--- config.mk ---
export PLATFORM = sky130hd
export DESIGN_NAME = fractal_sync_node
export DESIGN_NICKNAME = d
export VERILOG_FILES = /design/src/rtl/fractal_sync_pkg.sv /design/src/rtl/fractal_sync_pend_cnt.sv /design/src/rtl/fractal_sync_node.sv
export SDC_FILE = /design/constraint.sdc
export NUM_CORES = 1
export LEC_CHECK = 0
export CAP_MARGIN = 25
export CORE_MARGIN = 2
export CORE_UTILIZATION = 30
export CTS_CLUSTER_DIAMETER = 150
export DETAILED_ROUTE_END_ITERATION = 10
export GPL_ROUTABILITY_DRIVEN = 1
export PLACE_DENSITY_LB_ADDON = 0.12
export SETUP_SLACK_MARGIN = 0.02
export SLEW_MARGIN = 20
export SYNTH_ARGS = -nofsm -noshare
export SYNTH_HDL_FRONTEND = slang
export SYNTH_SLANG_ARGS = --single-unit
--- constraint.sdc ---
create_clock -name clk_i -period 5 [get_ports clk_i]
set_input_delay 1 -clock clk_i [delete_from_list [all_inputs] [get_ports clk_i]]
set_output_delay 1 -clock clk_i [all_outputs]
set_load 0.03 [all_outputs]
--- src/rtl/fractal_sync_pkg.sv ---
// Shared types for the fractal synchronization tree: request/response
// payloads and the node FSM state encoding.
package fractal_sync_pkg;

    localparam int SYNC_LVL_W = 4;
    localparam int SYNC_ID_W  = 8;

    typedef struct packed {
        logic [SYNC_LVL_W-1:0] level;
        logic [SYNC_ID_W-1:0]  id;
    } sync_req_t;

    typedef struct packed {
        logic [SYNC_ID_W-1:0] id;
        logic                 err;
    } sync_resp_t;

    typedef enum logic {
        COLLECT = 1'b0,
        FWD     = 1'b1
    } sync_state_e;

endpackage

--- src/rtl/fractal_sync_pend_cnt.sv ---
// Outstanding-forward counter: saturating up/down count with full/empty
// flags and a sticky underflow flag for decrements seen while empty.
module fractal_sync_pend_cnt #(
    parameter int MAX = 4
) (
    input  logic i_clk,
    input  logic i_rst,
    input  logic i_inc,
    input  logic i_dec,
    output logic o_full,
    output logic o_empty,
    output logic o_underflow
);

    localparam int CNT_W = $clog2(MAX + 1);

    logic [CNT_W-1:0] r_cnt;
    logic             r_unf;
    logic             w_dec_ok;

    assign o_empty     = (r_cnt == '0);
    assign o_full      = (r_cnt == CNT_W'(MAX));
    assign o_underflow = r_unf;
    // A decrement while empty is a protocol error and must not wrap.
    assign w_dec_ok    = i_dec && !o_empty;

    always_ff @(posedge i_clk) begin
        if (i_rst) begin
            r_cnt <= '0;
            r_unf <= 1'b0;
        end else begin
            if (i_dec && o_empty)
                r_unf <= 1'b1;
            if (i_inc && !w_dec_ok && !o_full)
                r_cnt <= r_cnt + 1'b1;
            else if (w_dec_ok && !i_inc)
                r_cnt <= r_cnt - 1'b1;
        end
    end

endmodule

--- src/rtl/fractal_sync_node.sv ---
// Binary-tree node of the fractal sync network: pairs east/west barrier
// requests, resolves its own level locally, forwards higher levels upward.
module fractal_sync_node
    import fractal_sync_pkg::*;
#(
    parameter int LVL_W       = SYNC_LVL_W,
    parameter int ID_W        = SYNC_ID_W,
    parameter int NODE_LEVEL  = 1,
    parameter int MAX_LEVEL   = 3,
    parameter int MAX_PENDING = 4
) (
    input  logic             clk_i,
    input  logic             rst_i,
    input  logic             e_req_valid_i,
    output logic             e_req_ready_o,
    input  logic [LVL_W-1:0] e_req_level_i,
    input  logic [ID_W-1:0]  e_req_id_i,
    input  logic             w_req_valid_i,
    output logic             w_req_ready_o,
    input  logic [LVL_W-1:0] w_req_level_i,
    input  logic [ID_W-1:0]  w_req_id_i,
    output logic             e_resp_valid_o,
    output logic [ID_W-1:0]  e_resp_id_o,
    output logic             e_resp_err_o,
    output logic             w_resp_valid_o,
    output logic [ID_W-1:0]  w_resp_id_o,
    output logic             w_resp_err_o,
    output logic             p_req_valid_o,
    input  logic             p_req_ready_i,
    output logic [LVL_W-1:0] p_req_level_o,
    output logic [ID_W-1:0]  p_req_id_o,
    input  logic             p_resp_valid_i,
    input  logic [ID_W-1:0]  p_resp_id_i,
    input  logic             p_resp_err_i,
    output logic             proto_err_o
);

    sync_state_e r_state, w_state_nxt;
    sync_req_t   r_fwd;
    sync_resp_t  r_e_resp, r_w_resp;
    logic        r_e_vld, r_w_vld;

    logic w_e_legal, w_w_legal, w_pair, w_same, w_local_ok;
    logic w_e_bad, w_w_bad, w_mis, w_loc, w_fwd;
    logic w_e_done, w_w_done, w_full, w_empty, w_presp, w_hs, w_unf;

    function automatic logic f_legal(input logic [LVL_W-1:0] lvl);
        return (lvl >= LVL_W'(NODE_LEVEL)) && (lvl <= LVL_W'(MAX_LEVEL)) &&
               !((NODE_LEVEL == MAX_LEVEL) && (lvl > LVL_W'(NODE_LEVEL)));
    endfunction

    assign w_e_legal  = f_legal(e_req_level_i);
    assign w_w_legal  = f_legal(w_req_level_i);
    assign w_pair     = e_req_valid_i && w_req_valid_i && w_e_legal && w_w_legal;
    assign w_same     = (e_req_level_i == w_req_level_i) && (e_req_id_i == w_req_id_i);
    // Any completion that answers a child next cycle yields to a parent response.
    assign w_local_ok = (r_state == COLLECT) && !p_resp_valid_i;
    assign w_e_bad    = w_local_ok && e_req_valid_i && !w_e_legal;
    assign w_w_bad    = w_local_ok && w_req_valid_i && !w_w_legal;
    assign w_mis      = w_local_ok && w_pair && !w_same;
    assign w_loc      = w_local_ok && w_pair && w_same && (e_req_level_i == LVL_W'(NODE_LEVEL));
    assign w_fwd      = (r_state == COLLECT) && w_pair && w_same &&
                        (e_req_level_i > LVL_W'(NODE_LEVEL)) && !w_full;

    assign w_e_done   = w_e_bad || w_mis || w_loc;
    assign w_w_done   = w_w_bad || w_mis || w_loc;
    assign w_presp    = p_resp_valid_i && !w_empty;
    assign w_hs       = (r_state == FWD) && p_req_ready_i;

    assign e_req_ready_o = w_e_done || w_fwd;
    assign w_req_ready_o = w_w_done || w_fwd;

    always_comb begin
        w_state_nxt = r_state;
        case (r_state)
            COLLECT: if (w_fwd) w_state_nxt = FWD;
            FWD:     if (p_req_ready_i) w_state_nxt = COLLECT;
            default: w_state_nxt = COLLECT;
        endcase
    end

    always_ff @(posedge clk_i) begin
        if (rst_i) begin
            r_state  <= COLLECT;
            r_fwd    <= '0;
            r_e_vld  <= 1'b0;
            r_w_vld  <= 1'b0;
            r_e_resp <= '0;
            r_w_resp <= '0;
        end else begin
            r_state <= w_state_nxt;
            if (w_fwd) begin
                r_fwd.level <= e_req_level_i;
                r_fwd.id    <= e_req_id_i;
            end
            r_e_vld <= w_presp || w_e_done;
            r_w_vld <= w_presp || w_w_done;
            if (w_presp) begin
                r_e_resp.id <= p_resp_id_i;
                r_w_resp.id <= p_resp_id_i;
            end else begin
                if (w_e_done) r_e_resp.id <= e_req_id_i;
                if (w_w_done) r_w_resp.id <= w_req_id_i;
            end
            r_e_resp.err <= w_presp ? p_resp_err_i : (w_e_bad || w_mis);
            r_w_resp.err <= w_presp ? p_resp_err_i : (w_w_bad || w_mis);
        end
    end

    fractal_sync_pend_cnt #(.MAX(MAX_PENDING)) u_pend (
        .i_clk       (clk_i),
        .i_rst       (rst_i),
        .i_inc       (w_hs),
        .i_dec       (p_resp_valid_i),
        .o_full      (w_full),
        .o_empty     (w_empty),
        .o_underflow (w_unf)
    );

    assign e_resp_valid_o = r_e_vld;
    assign e_resp_id_o    = r_e_resp.id;
    assign e_resp_err_o   = r_e_resp.err;
    assign w_resp_valid_o = r_w_vld;
    assign w_resp_id_o    = r_w_resp.id;
    assign w_resp_err_o   = r_w_resp.err;
    assign p_req_valid_o  = (r_state == FWD);
    assign p_req_level_o  = r_fwd.level;
    assign p_req_id_o     = r_fwd.id;
    assign proto_err_o    = w_unf;

endmodule

==> key figures <==
STA
  • Period utilization: 0.8631
  • Final Hold Violating Endpoints: 0
  • Min Tclk post-route: 4.316 ns
  • WHS: 0.4721 ns
  • Setup TNS: 0 ns
  • Setup violations, final: 0
  • Worst slew pin tran: 0.5121 ns
  • Worst setup margin: 0.6843 ns
  • Slew margin rel.: 0.6586
  • RSZ-0062 raised after global routing: false
  • Fmax: 231.7 MHz
  • Clock Skew: 0.004078 ns
  • Slew Limit Fails: 0

Finish
  • Final Core Density: 0.4731
  • N_diodes: 0
  • Final #Nets: 299
  • Non-Filler Instances: 332
  • Layout cells sized above 1: 0.09231
  • Area Growth Syn to Fin: 53.20%

Drt
  • Starting DRT DRC Count: 119
  • Vias per cell: 4.873
  • Total wire length: 5086 um
  • ANT nets after route: 0
  • DRC: 0
  • DR WL/cell: 15.32 um
  • DRT Pass-1 Iters: 4
  • Routed vias: 1618

Min path
  • Hold depth: 1
  • Hold Startpoint: p_req_level_o[3]$_SDFFE_PP0P_
  • Hold EP: p_req_level_o[3]$_SDFFE_PP0P_
  • Worst hold path class: flip-flop to flip-flop

Floorplanning
  • Starting Density: 0.3088
  • Die Ht: 79.29 um
  • # IOs: 75
  • Die X: 79.29 um
  • Area of the core: 5507 um^2
  • FP Rows: 27
  • Total Die Area: 6286 um^2

Critical path
  • Most frequent CP cell: clkdlybuf4s50_1
  • Crit Reg-Reg Endpoint: u_pend.r_cnt[2]$_SDFFE_PP0P_
  • Slowest Stage Delay on Critical Path: 0.67 ns
  • Startpoint Class: input pin
  • Crit-path max FO: 4
  • Slowest CP cell: clkdlybuf4s50_1
  • Ordered list of cells on the worst path: clkdlybuf4s50_1 -> xnor2_1 -> nand4_1 -> nor3_2 -> and4_1 -> or2_2 -> clkdlybuf4s50_1
  • Worst Reg2Reg Path Length in Cells: 7
  • Reg-to-Reg Start: p_req_valid_o$_SDFF_PP0_
  • Worst setup path startpoint: e_req_level_i[0]
  • Worst Path Required: 4.00 ns
  • Worst Setup Path Type: input pin to output port
  • R2R Setup Slk: 2.89 ns
  • Worst Setup End Kind: output port
  • WP data arrival: 3.32 ns

Status
  • Status: complete, no violations

Synth
  • Syn_nets: 222
  • #FFs+latches synth: 37
  • Synth Area per Inst: 9.343 um^2
  • Post-synthesis sequential area ratio: 0.4356
  • Synth unique cells: 39
  • Synth warnings: 0
  • Syn Std Cell Area: 1700 um^2
  • Syn Inst Count: 182

GRT
  • First-pass GRT wire length: 7838 um
  • Largest net degree at the start of global routing: 30
  • Initial antenna violation count: 0
  • Gr usage total: 0.1653
  • Vias in the first global route: 1471
  • Total congestion overflow: 0

CTS
  • Root buffer cell: clkbuf_8
  • Cts hold-fix bufs: 0
  • Resize count post-CTS: 0
  • Max Buffers Root-to-Sink: 2
  • CTS sink count: 37
  • Cts bufs inserted: 5
  • Clk pin slew, worst setup/hold paths: 0.07 ns
  • Max H-tree Level: 2
  • CTS tree: built
  • Latest clock arrival within the worst-skew pair: 0.29 ns
  • Postcts setup bufs: 0

Place
  • Post-Place Cells: 324
  • Hpwl dp: 3629 um
  • Port Buffers: 74
  • Placer Congestion: 0.8633
  • Dpl ws: 0.7246 ns

Power and ir drop
  • Peak supply drop: 218.0 uV
  • Pwr/cell area: 439.6 nW/um^2
  • LEAKAGE: 0.9616 nW

Run
  • Max cap viols: 0
==> how the worst max path moves through the flow <==
stage,cells after the start,endpoint
after floorplan,7,w_req_ready_o
after global placement,7,w_req_ready_o
after detailed placement,7,e_req_ready_o
after CTS,7,e_req_ready_o
after global routing,7,w_req_ready_o
final,7,e_req_ready_o
==> metrics by stage <==
| step | cell area (um^2) | power, mW |
|---|---|---|
| 6_report | 2605 | 1.145 |
| 5_1_grt | 2605 | 1.212 |
| 4_1_cts | 2605 | 1.157 |
| 3_5_place_dp | 2504 | 0.9239 |
| 3_3_place_gp | 2504 | 0.9235 |
| 2_1_floorplan | 1700 | 0.7181 |
==> critical path: cells and delay by family <==
family        cells  cell delay [ns]
xor+xnor          1             0.27
buf+inv           2             1.16
simple gates      4             0.88
==> cells by family (layout without fill, tap and decap cells) <==
kind of cell,Yosys count,in the layout,share of synthesized area
multiplexers,10,10,0.05887
AND/OR/NAND/NOR,75,75,0.2186
adder cells (fa/ha/maj),1,1,0.01177
flip-flops,37,37,0.4356
XOR/XNOR,13,13,0.06696
AO/OA/AOI/OAI,35,35,0.1678
buffers and inverters,11,89,0.04047
==> power by group <==
| group | leakage (nW) | internal, mW | total, mW | switching [mW] |
|---|---|---|---|---|
| Combinational | 0.605 | 0.225 | 0.508 | 0.283 |
| Clock | 0.0542 | 0.125 | 0.228 | 0.104 |
| Sequential | 0.303 | 0.363 | 0.409 | 0.0463 |
==> flip-flops by register name, indices dropped and copies added (netlist names) <==
name and flops:
w_resp_valid_o 1, e_resp_err_o 1, p_req_valid_o 1, e_resp_valid_o 1, w_resp_err_o 1, p_req_level_o 4
u_pend.r_cnt 3, e_resp_id_o 8, p_req_id_o 8, w_resp_id_o 8, u_pend.o_underflow 1
==> placed cells by master (no fill, tap or decap), types with 6 or more instances in the layout <==
cell	count
nor2_1	40
mux2i_1	10
xnor2_1	13
o311a_1	7
clkdlybuf4s50_1	74
o221a_2	6
a21oi_1	9
dfxtp_1	37
clkbuf_8	7
nand2b_1	6
==> final cells by class <==
| class | instances | area [um^2] |
|---|---|---|
| fill | 559 | 2902 |
| multi-input combinational | 134 | 890.9 |
| timing repair buffer | 78 | 770.7 |
| sequential | 37 | 740.7 |
| clock buffer | 7 | 96.34 |
| tap | 72 | 90.09 |
| inverter | 3 | 11.26 |
| clock inverter | 1 | 5.005 |
==> metal layers <==
metal	track usage	part of all wire
met5	0	0
met4	0.05172	0.012
met3	0.05227	0.081
met2	0.2297	0.41
met1	0.2409	0.50
==> synth_stat cells (all sizes together) <==
cell type | n | area, um^2
or3 | 1 | 6.260
a21oi | 10 | 53.80
a211oi | 1 | 7.510
xnor2 | 13 | 113.9
mux2i | 10 | 100.1
nor4b | 1 | 8.760
inv | 3 | 11.26
nand4 | 3 | 18.77
fa | 1 | 20.02
o21ai | 4 | 20.01
o311a | 7 | 70.07
nand2b | 6 | 37.54
or2b | 3 | 22.52
nor3 | 6 | 35.03
nand3b | 1 | 7.510
o221a | 8 | 90.08
a31oi | 2 | 18.77
and2b | 1 | 7.510
or4bb | 1 | 12.51
nor3b | 2 | 15.01
and4 | 1 | 8.760
nand3 | 2 | 10.01
clkbuf | 5 | 18.77
o31ai | 1 | 7.510
and2 | 1 | 6.260
buf | 3 | 38.79
a211o | 1 | 10.01
or2 | 1 | 6.260
nor2 | 40 | 150.1
dfxtp | 37 | 740.7
a22oi | 1 | 7.510
nand2 | 5 | 18.77
No activity file was read; power rests on OpenSTA's default activity.
